==> config.mk <==
export PLATFORM = sky130hd
export DESIGN_NAME = adbg_ahb3_biu_burst_ctrl
export DESIGN_NICKNAME = d
export VERILOG_FILES = /design/src/rtl/adbg_ahb3_biu_burst_ctrl.sv
export SDC_FILE = /design/constraint.sdc
export NUM_CORES = 1
export LEC_CHECK = 0
export BUFFER_PORTS_ARGS = -buffer_cell sky130_fd_sc_hd__buf_2
export CELL_PAD_IN_SITES_DETAIL_PLACEMENT = 1
export CELL_PAD_IN_SITES_GLOBAL_PLACEMENT = 1
export CORE_UTILIZATION = 42
export DETAILED_ROUTE_END_ITERATION = 7
export PLACE_DENSITY = 0.85
export SETUP_SLACK_MARGIN = 0.1
export SYNTH_ARGS = -nofsm -noshare
export SYNTH_HDL_FRONTEND = slang
export SYNTH_SLANG_ARGS = --single-unit
==> constraint.sdc <==
create_clock -name biu_clk -period 9.4 [get_ports biu_clk]
set_clock_uncertainty 0.1 [all_clocks]
set_input_delay 0.47 -clock biu_clk [delete_from_list [all_inputs] [get_ports biu_clk]]
set_output_delay 0.47 -clock biu_clk [all_outputs]
set_load 0.01 [all_outputs]
==> src/rtl/adbg_ahb3_biu_burst_ctrl.sv <==
// Debug-side burst initiator for the AHB3 BIU strobe/ready handshake.
// Issues one BIU strobe per word, streams write/read data over valid/ready and records sticky bus errors.
module adbg_ahb3_biu_burst_ctrl #(
  parameter int ADDR_WIDTH = 32,
  parameter int DATA_WIDTH = 32,
  parameter int CNT_WIDTH  = 16
) (
  input  logic                  biu_clk,
  input  logic                  biu_rst,
  input  logic                  cmd_valid,
  output logic                  cmd_ready,
  input  logic                  cmd_rw,
  input  logic [ADDR_WIDTH-1:0] cmd_addr,
  input  logic [3:0]            cmd_word_size,
  input  logic [CNT_WIDTH-1:0]  cmd_count,
  input  logic                  wr_valid,
  output logic                  wr_ready,
  input  logic [DATA_WIDTH-1:0] wr_data,
  output logic                  rd_valid,
  input  logic                  rd_ready,
  output logic [DATA_WIDTH-1:0] rd_data,
  output logic                  busy,
  output logic                  done,
  output logic                  err,
  output logic [ADDR_WIDTH-1:0] err_addr,
  input  logic                  err_clr,
  output logic                  biu_strb,
  output logic                  biu_rw,
  output logic [ADDR_WIDTH-1:0] biu_addr,
  output logic [DATA_WIDTH-1:0] biu_di,
  output logic [3:0]            biu_word_size,
  input  logic                  biu_rdy,
  input  logic                  biu_err,
  input  logic [DATA_WIDTH-1:0] biu_do
);

  localparam int SHW = $clog2(DATA_WIDTH) + 1;

  typedef enum logic [2:0] {IDLE, WDATA, STROBE, WAIT, RHOLD} state_t;

  state_t                r_state;
  logic [CNT_WIDTH-1:0]  r_count;

  logic                  w_size_ok;
  logic [SHW-1:0]        w_shift;
  logic [ADDR_WIDTH-1:0] w_next_addr;
  logic                  w_last;
  logic                  w_err_capture;

  assign w_size_ok = (cmd_word_size == 4'd1) || (cmd_word_size == 4'd2) ||
                     (cmd_word_size == 4'd4) || ((DATA_WIDTH == 64) && (cmd_word_size == 4'd8));
  assign w_shift       = SHW'(DATA_WIDTH - 8 * int'(biu_word_size));
  assign w_next_addr   = biu_addr + ADDR_WIDTH'(biu_word_size);
  assign w_last        = (r_count == CNT_WIDTH'(1));
  // err_addr keeps the first failure; a clear in the same cycle lets the new failure through.
  assign w_err_capture = !err || err_clr;

  assign cmd_ready = (r_state == IDLE);
  assign busy      = (r_state != IDLE);

  always_ff @(posedge biu_clk or posedge biu_rst) begin
    if (biu_rst) begin
      r_state       <= IDLE;
      r_count       <= '0;
      wr_ready      <= 1'b0;
      rd_valid      <= 1'b0;
      rd_data       <= '0;
      done          <= 1'b0;
      err           <= 1'b0;
      err_addr      <= '0;
      biu_strb      <= 1'b0;
      biu_rw        <= 1'b1;
      biu_addr      <= '0;
      biu_di        <= '0;
      biu_word_size <= 4'd4;
    end else begin
      done     <= 1'b0;
      biu_strb <= 1'b0;
      if (err_clr) err <= 1'b0;

      case (r_state)
        IDLE: begin
          if (cmd_valid) begin
            r_count <= cmd_count;
            if (!w_size_ok) begin
              err  <= 1'b1;
              if (w_err_capture) err_addr <= cmd_addr;
              done <= 1'b1;
            end else if (cmd_count == '0) begin
              done <= 1'b1;
            end else begin
              biu_rw        <= cmd_rw;
              biu_word_size <= cmd_word_size;
              biu_addr      <= cmd_addr;
              if (cmd_rw) begin
                r_state <= STROBE;
              end else begin
                r_state  <= WDATA;
                wr_ready <= 1'b1;
              end
            end
          end
        end

        WDATA: begin
          if (wr_valid && wr_ready) begin
            biu_di   <= wr_data << w_shift;
            wr_ready <= 1'b0;
            r_state  <= STROBE;
          end
        end

        STROBE: begin
          if (biu_rdy) begin
            biu_strb <= 1'b1;
            r_state  <= WAIT;
          end
        end

        // The strobe cycle itself still shows the pre-strobe biu_rdy, so it is skipped.
        WAIT: begin
          if (!biu_strb && biu_rdy) begin
            if (biu_err) begin
              err  <= 1'b1;
              if (w_err_capture) err_addr <= biu_addr;
              done    <= 1'b1;
              r_state <= IDLE;
            end else if (biu_rw) begin
              rd_data  <= biu_do;
              rd_valid <= 1'b1;
              r_state  <= RHOLD;
            end else begin
              r_count  <= r_count - CNT_WIDTH'(1);
              biu_addr <= w_next_addr;
              if (w_last) begin
                done    <= 1'b1;
                r_state <= IDLE;
              end else begin
                wr_ready <= 1'b1;
                r_state  <= WDATA;
              end
            end
          end
        end

        RHOLD: begin
          if (rd_ready) begin
            rd_valid <= 1'b0;
            r_count  <= r_count - CNT_WIDTH'(1);
            biu_addr <= w_next_addr;
            if (w_last) begin
              done    <= 1'b1;
              r_state <= IDLE;
            end else begin
              r_state <= STROBE;
            end
          end
        end

        default: r_state <= IDLE;
      endcase
    end
  end

endmodule
# After elaboration in Yosys (flattened, before gate mapping)

Index checks and enable logic that the tools add are counted.

Flip-flop bits (word level): 157
Latch bits: 0
Bits in writable memories: 0
ROM bits: 0
Bits of input ports: 125
Output and inout port bits: 140
Word-level logic and storage cells: 132
Memories kept: 0

Add/sub/neg operators: 3
Multiply operators: 0
Divide/modulo/power cells: 0
Magnitude comparators: 0
Eq/ne operators: 24
Shift operators: 1
Mux-type cells: 66
Bitwise logic cells: 2
Reduce and logical (&&, ||, !) cells: 23

Operator list:

| kind                  | number |
|---|---|
| $mux 32               | 13 |
| $pmux 32 s3           | 1 |
| $mux 16               | 5 |
| $pmux 32 s2           | 1 |
| $pmux 16 s3           | 1 |
| $add 32x4->32         | 1 |
| $shl 32x6->32         | 1 |
| $mux 1                | 29 |
| $ne 2x2->1 const B    | 14 |
| $mux 3                | 9 |
| $eq 16x1->1 const B   | 1 |
| $logic_not 16->1      | 1 |
| $sub 16x1->16 const B | 1 |
| $pmux 3 s5            | 1 |
| $reduce_and 7->1      | 2 |
| $reduce_and 10->1     | 1 |
| $reduce_bool 3->1     | 3 |
| $reduce_and 4->1      | 2 |
| $reduce_and 8->1      | 1 |
| $eq 3x2->1 const B    | 2 |
| $pmux 1 s3            | 2 |
| $reduce_and 6->1      | 1 |
| $sub 6x6->6 const A   | 1 |
| $reduce_and 5->1      | 1 |
| other kinds (15)      | 24 |

# Depth between registers and ports, before layout

Word-level depth: 6
Depth in mapped cells: 10
Mapped depth without buffers: 8

# Worst setup path after synthesis

Ideal clock, no wire load.

Kind: register to register
From: register biu_word_size[0]
To: register biu_di[24]
Library setup time: 0.122 ns
Data arrival time: 2.482 ns
Required time: 9.178 ns
Setup slack: 6.696 ns
Stages on the path, launching flop included: 9
Path buffers: 3
Clock period less this slack: 2.704 ns
Cells stage by stage: dfrtp_1 > clkbuf_1 > clkinv_1 > ha_1 > clkbuf_1 > buf_2 > mux2i_1 > nand2_1 > a32o_1

Word-level cells in the longest chain between the ends: 2

RTL lines:

| element                  | line | RTL |
|---|---|---|
| start: declaration       | 31   | `output logic [3:0] biu_word_size,` |
| start signal: assignment | 93   | `biu_word_size <= cmd_word_size;` |
| $sub 6x6->6              | 52   | `assign w_shift = SHW'(DATA_WIDTH - 8 * int'(biu_word_size));` |
| $shl 32x6->32            | 107  | `biu_di <= wr_data << w_shift;` |
| end signal: assignment   | 107  |  |
| end: declaration         | 30   | `output logic [DATA_WIDTH-1:0] biu_di,` |

No other way between the ends.
A chain may end at the register's enable or synchronous reset.

# Final worst setup path

From: register r_state[2]
To: register biu_addr[3]

Word-level cells in the longest chain between the ends: 3
Elaborated cells between the ends (all ways): 13
Classes of those cells: eq/ne: 9; mux: 1; reduce/logical: 3

RTL lines:

| element                                            | line | RTL |
|---|---|---|
| start: declaration                                 | 41   | `state_t r_state;` |
| start signal: assignment                           | 63   | `r_state <= IDLE;` |
| start signal: assignment                           | 96   | `r_state <= STROBE;` |
| start signal: assignment                           | 98   | `r_state <= WDATA;` |
| $eq 3x2->1, or another cell as far along           | 81   | `case (r_state)` |
| $ne 2x2->1 (no line), or another cell as far along | n/a  |  |
| $reduce_and 8->1 (no line)                         | n/a  |  |
| end signal: assignment                             | 94   | `biu_addr <= cmd_addr;` |
| end signal: assignment                             | 134  | `biu_addr <= w_next_addr;` |
| end signal: assignment                             | 150  | `biu_addr <= w_next_addr;` |
| end: declaration                                   | 29   | `output logic [ADDR_WIDTH-1:0] biu_addr,` |

Several ways; a longest one is shown, not always the timed one.

==> metrics.txt <==
status complete, no violations; CTS buffer count 17; Core Region 19500 um^2; nets 1166; gpl congestion 0.845; Total Wirelength 27400 um; clock sinks 157; worst r2r src r_state[2]; post-CTS sizing 0; Worst EP required 9610 ps; 1st-iter DRT viols 447; maxcap violations 0; CTS tree built; # DRC 0; die area 20600 um^2; Starting Density 43.1%; Leak 4.85 nW; # rows 51; wl on met1 11100 um; Critical Path Start r_state[2]; grt total ovfl 0; drt wl/cell 20.9 um; pre-CTS WS 5390 ps; postcts setup bufs 0; Highest Signal Layer met4; post-synth top area cell dfrtp_1; Post-DP HPWL 19600 um; RSZ-0062 raised after global routing false; Pins Over Slew Limit 0; Area Overhead vs Synth 24.5%; Slew headroom 24.6%; vias 7671; CTS H-tree depth 4; die width 144 um; crit end category flop; port bufs 264; Worst-Skew Late Latency 430 ps; Overall Global Routing Usage 27.3%; Post-Synthesis Net Count 927; synthesized area per cell 10.6 um^2; Unique masters post-synth 72; area of the mapped netlist 8420 um^2; crit path max fanout 45; Post-synth EDFFs 0; Seq cells post-synth 157; DR vias/cell 5.85; worst slew pin tran 1130 ps; Max clock buf depth 2; top cell type's share of synthesized area 46.1%; worst setup margin 5400 ps; IO Pins 265; vias in the first global route 8028; Crit path arrival time 4210 ps; global-route wire length before repair 43300 um; Worst-path clk slew 70 ps; asr flop ratio synth 100%; Power Density 378 nW/um^2; initial antenna violation count 0; Layout fillers 2338; CP Class reg2reg; Root Driver clkbuf_16; Critical Path Source Type flop; fraction of layout cells with a size suffix above 1 39.8%; register area share after synthesis 46.7%; f_max 250 MHz; Primary FF master, synth dfrtp_1; Synth Instances 794; largest net degree at the start of global routing 86; synthesis warning total 0; DR pass1 iterations 4; WL met2 13900 um; Routed Antenna Nets 0; FF-to-FF setup slack 5400 ps; Die Ht 144 um; Post-CTS Hold Buffers 0; n_diodes 0; Hold Crit Class in2async; setup TNS 0 ps; period utilisation layout 42.6%; setup violators final 0; synth top area cells dfrtp_1, mux2_2, o21ai_0; DR WL met3 1790 um; Final Power 0.00396 W; minimum clock period 4000 ps; storage element area 3930 um^2; Final Hold Vio Count 0; area of the multi-input gates 4150 um^2; worst vdd ir 0.157 mV
## cell type report
class	count	share of cell area [%]
multi-input cells	563	39.6
flip-flops and latches	157	37.5
repair buffers	275	13.4
clock buffers	17	4.06
well taps	265	3.16
clock inverters	15	1.54
inverters	19	0.728
## synth_stat cells, types with 13 or more instances
cell,n
nor2_1,23
dfrtp_1,155
mux2i_1,25
a211oi_1,15
o21ai_0,55
clkbuf_1,21
nor3_1,20
o22ai_1,24
nand2_1,72
a2bb2oi_1,20
inv_1,18
a21oi_1,26
o211ai_1,13
buf_2,19
nand3_1,14
a22o_1,19
mux2_2,86
## worst paths after layout
| kind | endpoint | cells past startpoint |
|---|---|---|
| setup / recovery | biu_addr[3] | 7 |
| hold / removal | rd_data[22] | 2 |
| setup reg to reg | biu_addr[3] | 7 |
| hold reg to reg | biu_di[13] | 2 |
| max in group asynchronous | r_count[8] | 3 |
| min in group biu_clk | rd_data[17] | 2 |
## routing by layer
layer | global-route usage (%) | up-vias
met5 | 0 | -
met3 | 6.63 | 49
li1 | - | 3473
met2 | 47.0 | 277
met1 | 32.9 | 3872
met4 | 9.91 | 0
## power by group
| part | internal [W] | switching, W | total, W |
|---|---|---|---|
| Clock | 0.000396 | 0.000305 | 0.000701 |
| Sequential | 0.00101 | 0.000284 | 0.00129 |
| Combinational | 0.000851 | 0.00112 | 0.00197 |
## flip-flops by register name (all words and copies together), names as in the netlist
name           cells
r_state            3
biu_di            32
rd_data           32
biu_addr          32
err                1
done               1
biu_word_size      4
err_addr          32
biu_rw             1
biu_strb           1
wr_ready           1
rd_valid           1
r_count           16
## worst max-delay path, stage by stage (launching register included)
cell and delay [ps]:
dfrtp_1 570, nand3b_4 640, nor3b_2 500, o22ai_2 140
buf_4 290, nor2_1 910, buf_4 350, mux2_2 360
## kinds of logic (layout without fill, tap and decap cells)
group	count (synthesis)	after routing	synth area share [%]
AO/OA/AOI/OAI	243	243	20.0
AND/OR/NAND/NOR	188	188	11.6
flip-flops	157	157	46.7
multiplexers	120	120	15.7
buffers and inverters	74	326	4.25
adder cells (fa/ha/maj)	8	8	1.28
XOR/XNOR	4	4	0.416
## through the flow
stage                     hold WS, ps  instances  util [%]  instance area [um^2]
after CTS                         117       1311      53.7                 10500
after detailed placement          369       1279      50.7                  9890
after global placement            361       1279      50.7                  9890
after floorplan                   370        794         -                  8420
after global routing              150       1311      53.7                 10500
final                            76.5       1311      53.7                 10500
## cells in the final DEF, fill, tap and decap left out, types with 4 or more instances in the layout
master | Yosys | layout
ha_1 | 7 | 7
clkbuf_16 | 0 | 17
and3_1 | 5 | 5
a21oi_1 | 26 | 26
nor2_1 | 23 | 23
o21a_1 | 6 | 6
nor2b_1 | 5 | 5
a32o_1 | 9 | 9
nand4_1 | 8 | 8
dfrtp_1 | 155 | 155
nor3_1 | 20 | 20
mux2_1 | 9 | 9
o22ai_1 | 24 | 23
o21ai_0 | 55 | 54
buf_4 | 7 | 11
o211ai_1 | 13 | 13
inv_6 | 0 | 6
nand2b_1 | 4 | 4
a41oi_1 | 4 | 4
mux2_2 | 86 | 86
a2bb2oi_1 | 20 | 20
buf_2 | 19 | 264
a31oi_1 | 12 | 12
inv_1 | 18 | 17
and4_1 | 4 | 4
nand3_1 | 14 | 14
o31ai_1 | 7 | 7
a22o_1 | 19 | 19
a211oi_1 | 15 | 15
o21bai_1 | 4 | 4
nor4_1 | 9 | 9
o2111ai_1 | 4 | 4
mux2i_1 | 25 | 25
nand2_1 | 72 | 72
a22oi_1 | 4 | 4
(Power assumes the default switching activity.)
